<file path="src/rtl/qpipe_pkg.sv">
// Shared types and constants for the QueuManager issue path.
package qpipe_pkg;

    localparam int unsigned OP_W      = 10;
    localparam int unsigned INSTR_W   = 8;
    localparam logic [7:0]  NOP_INSTR = 8'h00;

    typedef enum logic [1:0] {
        ST_IDLE  = 2'd0,
        ST_ISSUE = 2'd1,
        ST_GAP   = 2'd2
    } state_e;

    // Width of a requester index; never below one bit.
    function automatic int unsigned src_w(input int unsigned n);
        return (n <= 32'd1) ? 32'd1 : 32'($clog2(n));
    endfunction

endpackage

</file>
<file path="src/rtl/qm_issue_scheduler_rr_arbiter.sv">
// Combinational round-robin arbiter: first requester at or above the pointer, with wrap.
module rr_arbiter
    import qpipe_pkg::*;
#(
    parameter  int unsigned NREQ  = 4,
    localparam int unsigned SRC_W = src_w(NREQ)
) (
    input  logic [NREQ-1:0]  req_i,
    input  logic [SRC_W-1:0] ptr_i,
    output logic [NREQ-1:0]  gnt_o,
    output logic [SRC_W-1:0] idx_o
);

    logic [SRC_W:0]   sum;
    logic [SRC_W-1:0] cand;
    logic             found;

    always_comb begin
        gnt_o = '0;
        idx_o = '0;
        found = 1'b0;
        sum   = '0;
        cand  = '0;
        for (int unsigned i = 0; i < NREQ; i++) begin
            // One conditional subtract is enough: ptr and i are both below NREQ.
            sum = {1'b0, ptr_i} + (SRC_W+1)'(i);
            if (sum >= (SRC_W+1)'(NREQ)) begin
                sum = sum - (SRC_W+1)'(NREQ);
            end
            cand = sum[SRC_W-1:0];
            if (!found && req_i[cand]) begin
                found = 1'b1;
                idx_o = cand;
            end
        end
        if (found) begin
            gnt_o[idx_o] = 1'b1;
        end
    end

endmodule

</file>
<file path="src/rtl/qm_issue_scheduler.sv">
// Shares the QueuManager load port between NREQ requesters: round-robin grant,
// relative-to-absolute delay conversion, valid/ready issue and a post-issue gap.
module qm_issue_scheduler #(
    parameter int unsigned NREQ    = 4,
    parameter int unsigned OP_W    = qpipe_pkg::OP_W,
    parameter int unsigned INSTR_W = qpipe_pkg::INSTR_W,
    parameter int unsigned GAP     = 2
) (
    input  logic                    clk,
    input  logic                    rst_n,
    input  logic [NREQ-1:0]         req_valid,
    output logic [NREQ-1:0]         req_ready,
    input  logic [NREQ*INSTR_W-1:0] req_instr,
    input  logic [NREQ*OP_W-1:0]    req_delay,
    output logic                    qm_valid,
    input  logic                    qm_ready,
    output logic [OP_W-1:0]         qm_op,
    output logic [INSTR_W-1:0]      qm_instr,
    output logic [2:0]              qm_src,
    output logic [OP_W-1:0]         now,
    output logic                    busy
);

    import qpipe_pkg::*;

    localparam int unsigned SRC_W    = src_w(NREQ);
    localparam logic        HAS_GAP  = (GAP != 0);
    localparam logic [3:0]  GAP_LOAD = HAS_GAP ? 4'(GAP - 1) : 4'd0;

    state_e             state_q, state_d;
    logic [3:0]         gap_q, gap_d;
    logic [OP_W-1:0]    now_q;
    logic [OP_W-1:0]    op_q, op_d;
    logic [INSTR_W-1:0] instr_q;
    logic [SRC_W-1:0]   src_q;
    logic [SRC_W-1:0]   ptr_q, ptr_d;

    logic [NREQ-1:0]    gnt;
    logic [SRC_W-1:0]   gnt_idx;
    logic [INSTR_W-1:0] gnt_instr;
    logic [OP_W-1:0]    gnt_delay;
    logic               accept;
    logic               is_nop;

    rr_arbiter #(.NREQ(NREQ)) u_arb (
        .req_i (req_valid),
        .ptr_i (ptr_q),
        .gnt_o (gnt),
        .idx_o (gnt_idx)
    );

    assign gnt_instr = req_instr[32'(gnt_idx)*INSTR_W +: INSTR_W];
    assign gnt_delay = req_delay[32'(gnt_idx)*OP_W +: OP_W];
    assign accept    = (state_q == ST_IDLE) && (|gnt);
    assign is_nop    = (gnt_instr == INSTR_W'(NOP_INSTR));
    assign op_d      = now_q + gnt_delay;
    assign ptr_d     = !accept ? ptr_q :
                       (gnt_idx == SRC_W'(NREQ - 1)) ? '0 : gnt_idx + SRC_W'(1);

    // State register
    always_ff @(posedge clk or negedge rst_n) begin
        if (!rst_n) begin
            state_q <= ST_IDLE;
            gap_q   <= '0;
        end else begin
            state_q <= state_d;
            gap_q   <= gap_d;
        end
    end

    // Next-state logic; a NOP grant is consumed without leaving IDLE
    always_comb begin
        state_d = state_q;
        gap_d   = gap_q;
        case (state_q)
            ST_IDLE: begin
                if (accept && !is_nop) begin
                    state_d = ST_ISSUE;
                end
            end
            ST_ISSUE: begin
                if (qm_ready) begin
                    if (HAS_GAP) begin
                        state_d = ST_GAP;
                        gap_d   = GAP_LOAD;
                    end else begin
                        state_d = ST_IDLE;
                    end
                end
            end
            ST_GAP: begin
                if (gap_q == 4'd0) begin
                    state_d = ST_IDLE;
                end else begin
                    gap_d = gap_q - 4'd1;
                end
            end
            default: state_d = ST_IDLE;
        endcase
    end

    // Output decode; the grant is masked while reset is held so nothing looks accepted
    always_comb begin
        req_ready = '0;
        qm_valid  = 1'b0;
        busy      = 1'b0;
        case (state_q)
            ST_IDLE:  req_ready = rst_n ? gnt : '0;
            ST_ISSUE: begin
                qm_valid = 1'b1;
                busy     = 1'b1;
            end
            ST_GAP:   busy = 1'b1;
            default:  ;
        endcase
    end

    // Timeline counter, rr pointer and the held issue slot
    always_ff @(posedge clk or negedge rst_n) begin
        if (!rst_n) begin
            now_q   <= '0;
            ptr_q   <= '0;
            op_q    <= '0;
            instr_q <= '0;
            src_q   <= '0;
        end else begin
            now_q <= now_q + OP_W'(1);
            ptr_q <= ptr_d;
            if (accept && !is_nop) begin
                op_q    <= op_d;
                instr_q <= gnt_instr;
                src_q   <= gnt_idx;
            end
        end
    end

    assign now      = now_q;
    assign qm_op    = op_q;
    assign qm_instr = instr_q;
    assign qm_src   = 3'(src_q);

endmodule

</file>
<file path="config.mk">
export PLATFORM = sky130hd
export DESIGN_NAME = qm_issue_scheduler
export DESIGN_NICKNAME = d
export VERILOG_FILES = /design/src/rtl/qpipe_pkg.sv /design/src/rtl/qm_issue_scheduler_rr_arbiter.sv /design/src/rtl/qm_issue_scheduler.sv
export SDC_FILE = /design/constraint.sdc
export NUM_CORES = 1
export LEC_CHECK = 0
export CAP_MARGIN = 20
export CORE_MARGIN = 4
export CORE_UTILIZATION = 40
export DETAILED_ROUTE_END_ITERATION = 7
export GPL_ROUTABILITY_DRIVEN = 1
export GPL_TIMING_DRIVEN = 0
export PLACE_DENSITY_LB_ADDON = 0.15
export REMOVE_ABC_BUFFERS = 1
export SLEW_MARGIN = 20
export SYNTH_ARGS = -nofsm -noshare
export SYNTH_HDL_FRONTEND = slang
export SYNTH_HIERARCHICAL = 1
export SYNTH_SLANG_ARGS = --single-unit
</file>
<file path="constraint.sdc">
create_clock -name clk -period 4.6 [get_ports clk]
set_input_delay 1.15 -clock clk [delete_from_list [all_inputs] [get_ports clk]]
set_output_delay 1.15 -clock clk [all_outputs]
set_load 0.005 [all_outputs]
</file>
==> summary.md, run 1 <==
| Metric | Value |
|---|---|
| Register area share after synthesis | 35.5% |
| Clock Skew | 0.00731 ns |
| Most frequent cells in the layout | 113 x clkdlybuf4s50_1, 38 x dfrtp_1, 18 x mux4_2 |
| Vias | 2313 |
| Syn avg cell area | 11.3 um^2 |
| Core Region | 0.00642 mm^2 |
| Synth cell types | 52 |
| Switching power | 0.000746 W |
| Final worst path period share | 93.7% |
| Clock Pin Slew Worst Setup and Hold Paths | 0.08 ns |
| Final ANT Viol Nets | 0 |
| CP top delay family | buffers and inverters |
| DP Worst Slack | -0.397 ns |
| Final Max Slew Viols | 0 |
| Clk sinks | 38 |
| CTS Buf Count | 5 |
| Status | finished, final reports clean |
| H-tree levels | 2 |
| PwrDens | 526 mW/mm^2 |
| Initial Util | 41.7% |
| Worst Path Max Fanout | 19 |
| Post-Syn Instances | 238 |
| CTS tree | built |
| Nets@finish | 449 |
| Unrepaired setup endpoints after global routing | no |
| Layout overhead on the synthesized area | 52.2% |
| Root Buffer | clkbuf_8 |
| GRT busiest layer | met2 |
| Hold Crit Class | flip-flop to flip-flop |
| Hold-fix buffers, CTS | 0 |
| Setup violations, final | 0 |
| Gate power share | 61.1% |
| IO Pins | 116 |
| DRC | 0 |
| Ys async rst share | 100% |
| Largest stage delay on the critical path | 0.58 ns |
| Ys flop type | dfrtp_1 |
| Die Span X | 89.8 um |
| Final hold vios | 0 |
| Leak | 1.69 nW |
| Fin Setup TNS | 0 ns |
| EDFF count, synth | 0 |
| WL per Instance | 15.4 um |
| Share of layout cells above drive strength 1 | 16.1% |
| Post-Syn Area | 0.00268 mm^2 |
| HPWL Detailed | 5.39 mm |
| I/O Buffers | 114 |
| Rows | 29 |
| Critical path, cell by cell | clkdlybuf4s50_1 -> mux2i_1 -> nor2_1 -> a311oi_4 -> buf_4 -> buf_6 -> mux4_2 -> nor4_1 -> a21oi_4 -> buf_16 -> mux2_4 |
| Slew Limit Headroom | 53.8% |
| GRT Total Usage | 16.9% |
| Clock tree buffer depth | 2 |
| Worst VDD drop | 0.000266 V |
| Grt total ovfl | 0 |
| Sequential Power Share | 25.7% |
| ANT cells | 0 |
| Max Clk Rate | 0.232 GHz |
| Grt met1 use | 20.7% |
| Max-cap violations | 0 |
| Pin count of the biggest net entering global routing | 29 |
| Slew @ Worst Pin | 0.685 ns |
| 1st-iter DRT viols | 116 |
| CP arrival | 4.49 ns |
| Most common cell after layout, fill and taps aside | clkdlybuf4s50_1 |
| Via density | 5.35 |
| First-pass GRT wire length | 11.2 mm |
| Slowest library cell on the worst path | clkdlybuf4s50_1 |
| Wirelength, routed | 6.66 mm |
| Synth warnings | 6 |
| Vias in the first global route | 2355 |
| Clk pwr share | 13.2% |
| Later-pin clock latency in the skew report | 0.29 ns |
| Worst path buffer plus inverter count | 4 |
| PnR worst setup slack | 0.292 ns |
| Internal | 0.00140 W |
| Switching Fraction | 34.8% |
| Worst Path Required | 4.78 ns |
| Critical Setup Path Class | primary input to flip-flop |
| Crit start category | primary input |
| Seq cells post-synth | 38 |
| Number of detailed-route iterations in the first pass | 4 |
| Crit path time final | 4.31 ns |
| Full die area | 0.00807 mm^2 |
| CP endpoint kind | flip-flop |
| Final GP Congestion | 0.820 |
| Initial antenna violation count | 0 |
| Die Ht | 89.8 um |
| GR Util met3 | 6.01% |
| Met2 Use GR | 28.7% |
per-layer routing:
metal	share of wire, %	routed length [um]
met1	43	2830
met2	48	3200
met3	8.6	573
met4	0.89	59
met5	0	0
worst paths after layout:
kind,depth (start not counted),start,slack (ns),to
setup / recovery,11,req_valid[0],0.29,qm_instr[4]
hold / removal,1,src_q[1],0.51,src_q[1]
setup reg to reg,10,ptr_q[1],1.08,qm_instr[4]
hold reg to reg,1,src_q[1],0.51,src_q[1]
max in group asynchronous,2,rst_n,3.38,ptr_q[1]
min in group asynchronous,1,rst_n,0.76,qm_op[0]
repair_timing:
item                                   CTS  global route
buffers inserted                         0             2
endpoints found under the hold margin    0             0
resized for setup                        1             2
pin swaps                                0             1
setup endpoints to repair                3             4
power groups by stage:
stage                     registers (W)  clock network [W]  logic [W]
after global routing           0.000572           0.000306    0.00144
after detailed placement       0.000557                  0    0.00131
after CTS                      0.000552           0.000293    0.00132
after floorplan                0.000548                  0   0.000792
after global placement         0.000550                  0    0.00123
final                          0.000552           0.000284    0.00131
flip-flops by register name, indices dropped and copies added (netlist names):
register  flops
gap_q         4
src_q         2
qm_instr      8
ptr_q         2
qm_op        10
now          10
state_q       2
layout make-up:
type	count	area, um^2
timing repair buffer	120	1220
clock buffer	5	68.8
fill	551	2350
inverter	17	63.8
clock inverter	3	40.0
tap	77	96.3
multi-input combinational	172	1640
sequential	38	951
Yosys cell counts (6+ instances only):
cell type	n	area, um^2
nor2_1	10	37.5
a21oi_1	13	65.1
nand3_1	7	35.0
mux2_2	7	78.8
and3_1	7	43.8
nand2b_1	6	37.5
dfrtp_1	38	951
xnor2_1	12	105
mux2_4	8	120
mux4_2	18	405
o21ai_0	13	65.1
inv_1	17	63.8
ha_1	15	188
metrics by stage:
| stage | std cells | util, % | total power [W] | instance area [um^2] | hold slack (ns) |
|---|---|---|---|---|---|
| finish | 432 | 63.5 | 0.00214 | 4080 | 0.511 |
| global route | 432 | 63.5 | 0.00232 | 4080 | 0.535 |
| CTS | 430 | 63.2 | 0.00216 | 4060 | 0.518 |
| detailed placement | 422 | 61.4 | 0.00187 | 3950 | 0.496 |
| global placement | 418 | 59.9 | 0.00178 | 3850 | 0.489 |
| floorplan | 227 | - | 0.00134 | 2610 | 0.502 |
cells by family (layout without fill, tap and decap cells):
| family | after synthesis | after routing | synth area share, % |
|---|---|---|---|
| buffers and inverters | 28 | 145 | 4.90 |
| muxes | 35 | 35 | 23.3 |
| and+or+nand+nor | 50 | 50 | 10.0 |
| other | 1 | 1 | 0.140 |
| DFF | 38 | 38 | 35.5 |
| adders and majority gates | 16 | 16 | 7.75 |
| xor gates and xnor gates | 15 | 15 | 4.90 |
| AOI/OAI and AO/OA | 55 | 55 | 13.5 |
Power figures use the tool's default switching activity.
==> inputs of run 2 (changes only) <==
SKIP_CTS_REPAIR_TIMING = 1   (was default)
==> results of run 2 <==
Final layout, timing and power as in run 1 (identical DEF).
==> inputs of run 3 (changes only) <==
PLACE_DENSITY = 0.81   (was default)
PLACE_DENSITY_LB_ADDON = default   (was 0.15)
==> run 3 against run 2 <==
Effect of this change: die area unchanged; worst setup slack worse by 0.057 ns; critical path depth is 4 higher; combinational power about the same; largest power group unchanged; cell area is 0.64% lower; final cell count is 0.23% lower; clock-buffer cell count grew 1; via count rose by 0.91%; first-iteration DRC count shrank 41%; sequential power barely moved.
==> summary.md, run 3 (same netlist as run 1, synthesis figures left out) <==
| Metric | Value |
|---|---|
| Hold Crit Class | flip-flop to flip-flop (unchanged) |
| Internal | 0.00134 W (was 0.00140 W) |
| I/O Buffers | 114 (unchanged) |
| Via density | 5.42 (was 5.35) |
| Clk sinks | 38 (unchanged) |
| Grt total ovfl | 0 (unchanged) |
| Wirelength, routed | 6.92 mm (was 6.66 mm) |
| Nets@finish | 449 (unchanged) |
| CP arrival | 4.53 ns (was 4.49 ns) |
| Critical Setup Path Class | primary input to flip-flop (unchanged) |
| HPWL Detailed | 5.65 mm (was 5.39 mm) |
| Clk pwr share | 10.9% (was 13.2%) |
| Final GP Congestion | 0.803 (was 0.820) |
| DRC | 0 (unchanged) |
| WL per Instance | 16.1 um (was 15.4 um) |
| Final ANT Viol Nets | 0 (unchanged) |
| CTS tree | built (unchanged) |
| 1st-iter DRT viols | 69 (was 116) |
| PwrDens | 514 mW/mm^2 (was 526 mW/mm^2) |
| Slew @ Worst Pin | 1.04 ns (was 0.685 ns) |
| Min-Delay Path Depth | 1 (unchanged) |
| R2R setup slack | 0.93 ns (was 1.08 ns) |
| Pin count of the biggest net entering global routing | 24 (was 29) |
| Final worst path period share | 94.9% (was 93.7%) |
| Final hold vios | 0 (unchanged) |
| Slowest library cell on the worst path | clkdlybuf4s50_1 (unchanged) |
| Final Max Slew Viols | 0 (unchanged) |
| Largest stage delay on the critical path | 0.57 ns (was 0.58 ns) |
| CP endpoint kind | flip-flop (unchanged) |
| Share of layout cells above drive strength 1 | 15.0% (was 16.1%) |
| Layout overhead on the synthesized area | 51.2% (was 52.2%) |
| H-tree levels | 2 (unchanged) |
| Max Clk Rate | 0.229 GHz (was 0.232 GHz) |
| Most frequent cells in the layout | 110 x clkdlybuf4s50_1, 38 x dfrtp_1, 18 x mux4_2 (was 113 x clkdlybuf4s50_1, 38 x dfrtp_1, 18 x mux4_2) |
| Crit start category | primary input (unchanged) |
| Die Span X | 89.8 um (unchanged) |
| First-pass GRT wire length | 11.5 mm (was 11.2 mm) |
| Clock tree buffer depth | 2 (unchanged) |
| Gate power share | 62.6% (was 61.1%) |
| FF-to-FF End | qm_op[6] (was qm_instr[4]) |
| Critical path's most frequent cell | buf_6 |
| Die Ht | 89.8 um (unchanged) |
| Worst Path Max Fanout | 10 (was 19) |
| Final core occ | 63.1% (was 63.5%) |
| IO Pins | 116 (unchanged) |
| Root Buffer | clkbuf_8 (unchanged) |
| Vias in the first global route | 2442 (was 2355) |
| Unrepaired setup endpoints after global routing | no (unchanged) |
| Hold_sp | qm_op[5] (was src_q[1]) |
| Slew Limit Headroom | 29.6% (was 53.8%) |
| Sequential Power Share | 26.5% (was 25.7%) |
| Critical path, cell by cell | clkdlybuf4s50_1 -> a21oi_1 -> a311oi_4 -> buf_6 -> buf_6 -> mux4_2 -> ha_1 -> inv_1 -> fa_1 -> nor2b_1 -> o21a_1 -> o21ai_1 -> a21boi_0 -> o31ai_1 -> o22ai_1 (was clkdlybuf4s50_1 -> mux2i_1 -> nor2_1 -> a311oi_4 -> buf_4 -> buf_6 -> mux4_2 -> nor4_1 -> a21oi_4 -> buf_16 -> mux2_4) |
| Worst path buffer plus inverter count | 4 (unchanged) |
| Crit path time final | 4.36 ns (was 4.31 ns) |
| GRT Total Usage | 17.3% (was 16.9%) |
| Core Region | 0.00642 mm^2 (unchanged) |
| Worst reg2reg path startpoint | ptr_q[1] (unchanged) |
| Hold Slack | 0.509 ns (was 0.511 ns) |
| Vias | 2334 (was 2313) |
| Later-pin clock latency in the skew report | 0.29 ns (about the same) |
| Number of detailed-route iterations in the first pass | 4 (unchanged) |
| Switching power | 0.000744 W (was 0.000746 W) |
| Initial antenna violation count | 0 (unchanged) |
| Worst Path Required | 4.76 ns (was 4.78 ns) |
| Initial Util | 41.7% (unchanged) |
| Full die area | 0.00807 mm^2 (unchanged) |
| Status | finished, final reports clean (unchanged) |
| Worst hold path endpoint | qm_op[5] (was src_q[1]) |
| Setup violations, final | 0 (unchanged) |
| ANT cells | 0 (unchanged) |
| Max-cap violations | 0 (unchanged) |
| CTS Buf Count | 5 (unchanged) |
| CP top delay family | compound AO/OA/AOI/OAI gates (was buffers and inverters) |
| Worst VDD drop | 0.000268 V (was 0.000266 V) |
| Most common cell after layout, fill and taps aside | clkdlybuf4s50_1 (unchanged) |
| Clock Skew | 0.0129 ns (was 0.00731 ns) |
| Clock Pin Slew Worst Setup and Hold Paths | 0.08 ns (about the same) |
| Leak | 1.69 nW (about the same) |
| Worst Reg-to-Reg Cells | 15 (was 10) |
| Switching Fraction | 35.8% (was 34.8%) |
| Rows | 29 (unchanged) |
-- run 3: cell count changes in the layout (fill, tap and decap cells not counted) --
cell	delta
clkdlybuf4s50_1	-3
dlymetal6s2s_1	+3
clkinv_2	-2
a211oi_1	+1
a211oi_2	-1
buf_12	-1
buf_16	+1
bufinv_16	-1
clkbuf_1	+1
clkinvlp_4	+1
o41ai_1	+1
o41ai_2	-1
-- run 3: how the worst max path moves through the flow --
| stage | startpoint | to | slack, ns | depth (start not counted) |
|---|---|---|---|---|
| final | req_valid[3] | qm_op[6] | 0.24 | 15 |
| after global routing | req_valid[3] | qm_op[6] | 0.004 | 15 |
| after CTS | req_valid[0] | qm_op[6] | -0.36 | 16 |
| after detailed placement | req_valid[0] | qm_op[6] | -0.66 | 16 |
| after global placement | req_valid[3] | qm_op[2] | -3.47 | 7 |
| after floorplan | req_valid[3] | qm_op[6] | -1.56 | 12 |
-- run 3: power by group through the flow --
stage	registers (W)	logic, W	clock network (W)
global placement	0.000549	0.00122	0
global route	0.000574	0.00143	0.000243
detailed placement	0.000558	0.00130	0
finish	0.000552	0.00130	0.000226
floorplan	0.000548	0.000792	0
CTS	0.000553	0.00131	0.000230
-- run 3: metal layers --
metal  routed length, um  global-route usage (%)
met4                  84                    4.47
met2                3660                    31.6
met1                2750                    19.9
met3                 430                    4.67
met5                   0                       0
-- run 3: through the flow --
step / power (W) / cells / worst slack (ns) / TNS, ns / cell area, um^2
detailed placement: 0.00186 / 422 / -0.662 / -10.42 / 3950
finish: 0.00208 / 431 / 0.235 / 0 / 4050
CTS: 0.00209 / 429 / -0.363 / -3.91 / 4030
global route: 0.00225 / 431 / 0.00363 / 0 / 4050
global placement: 0.00177 / 418 / -3.47 / -79.51 / 3850
floorplan: 0.00134 / 227 / -1.56 / -30.93 / 2610
-- run 3: final cells by class --
| type | instances | area (um^2) |
|---|---|---|
| multi-input cells | 172 | 1620 |
| flip-flops and latches | 38 | 951 |
| clock buffers | 6 | 72.6 |
| well taps | 77 | 96.3 |
| fillers | 520 | 2370 |
| repair buffers | 120 | 1240 |
| inverters | 17 | 63.8 |
| clock inverters | 1 | 7.51 |
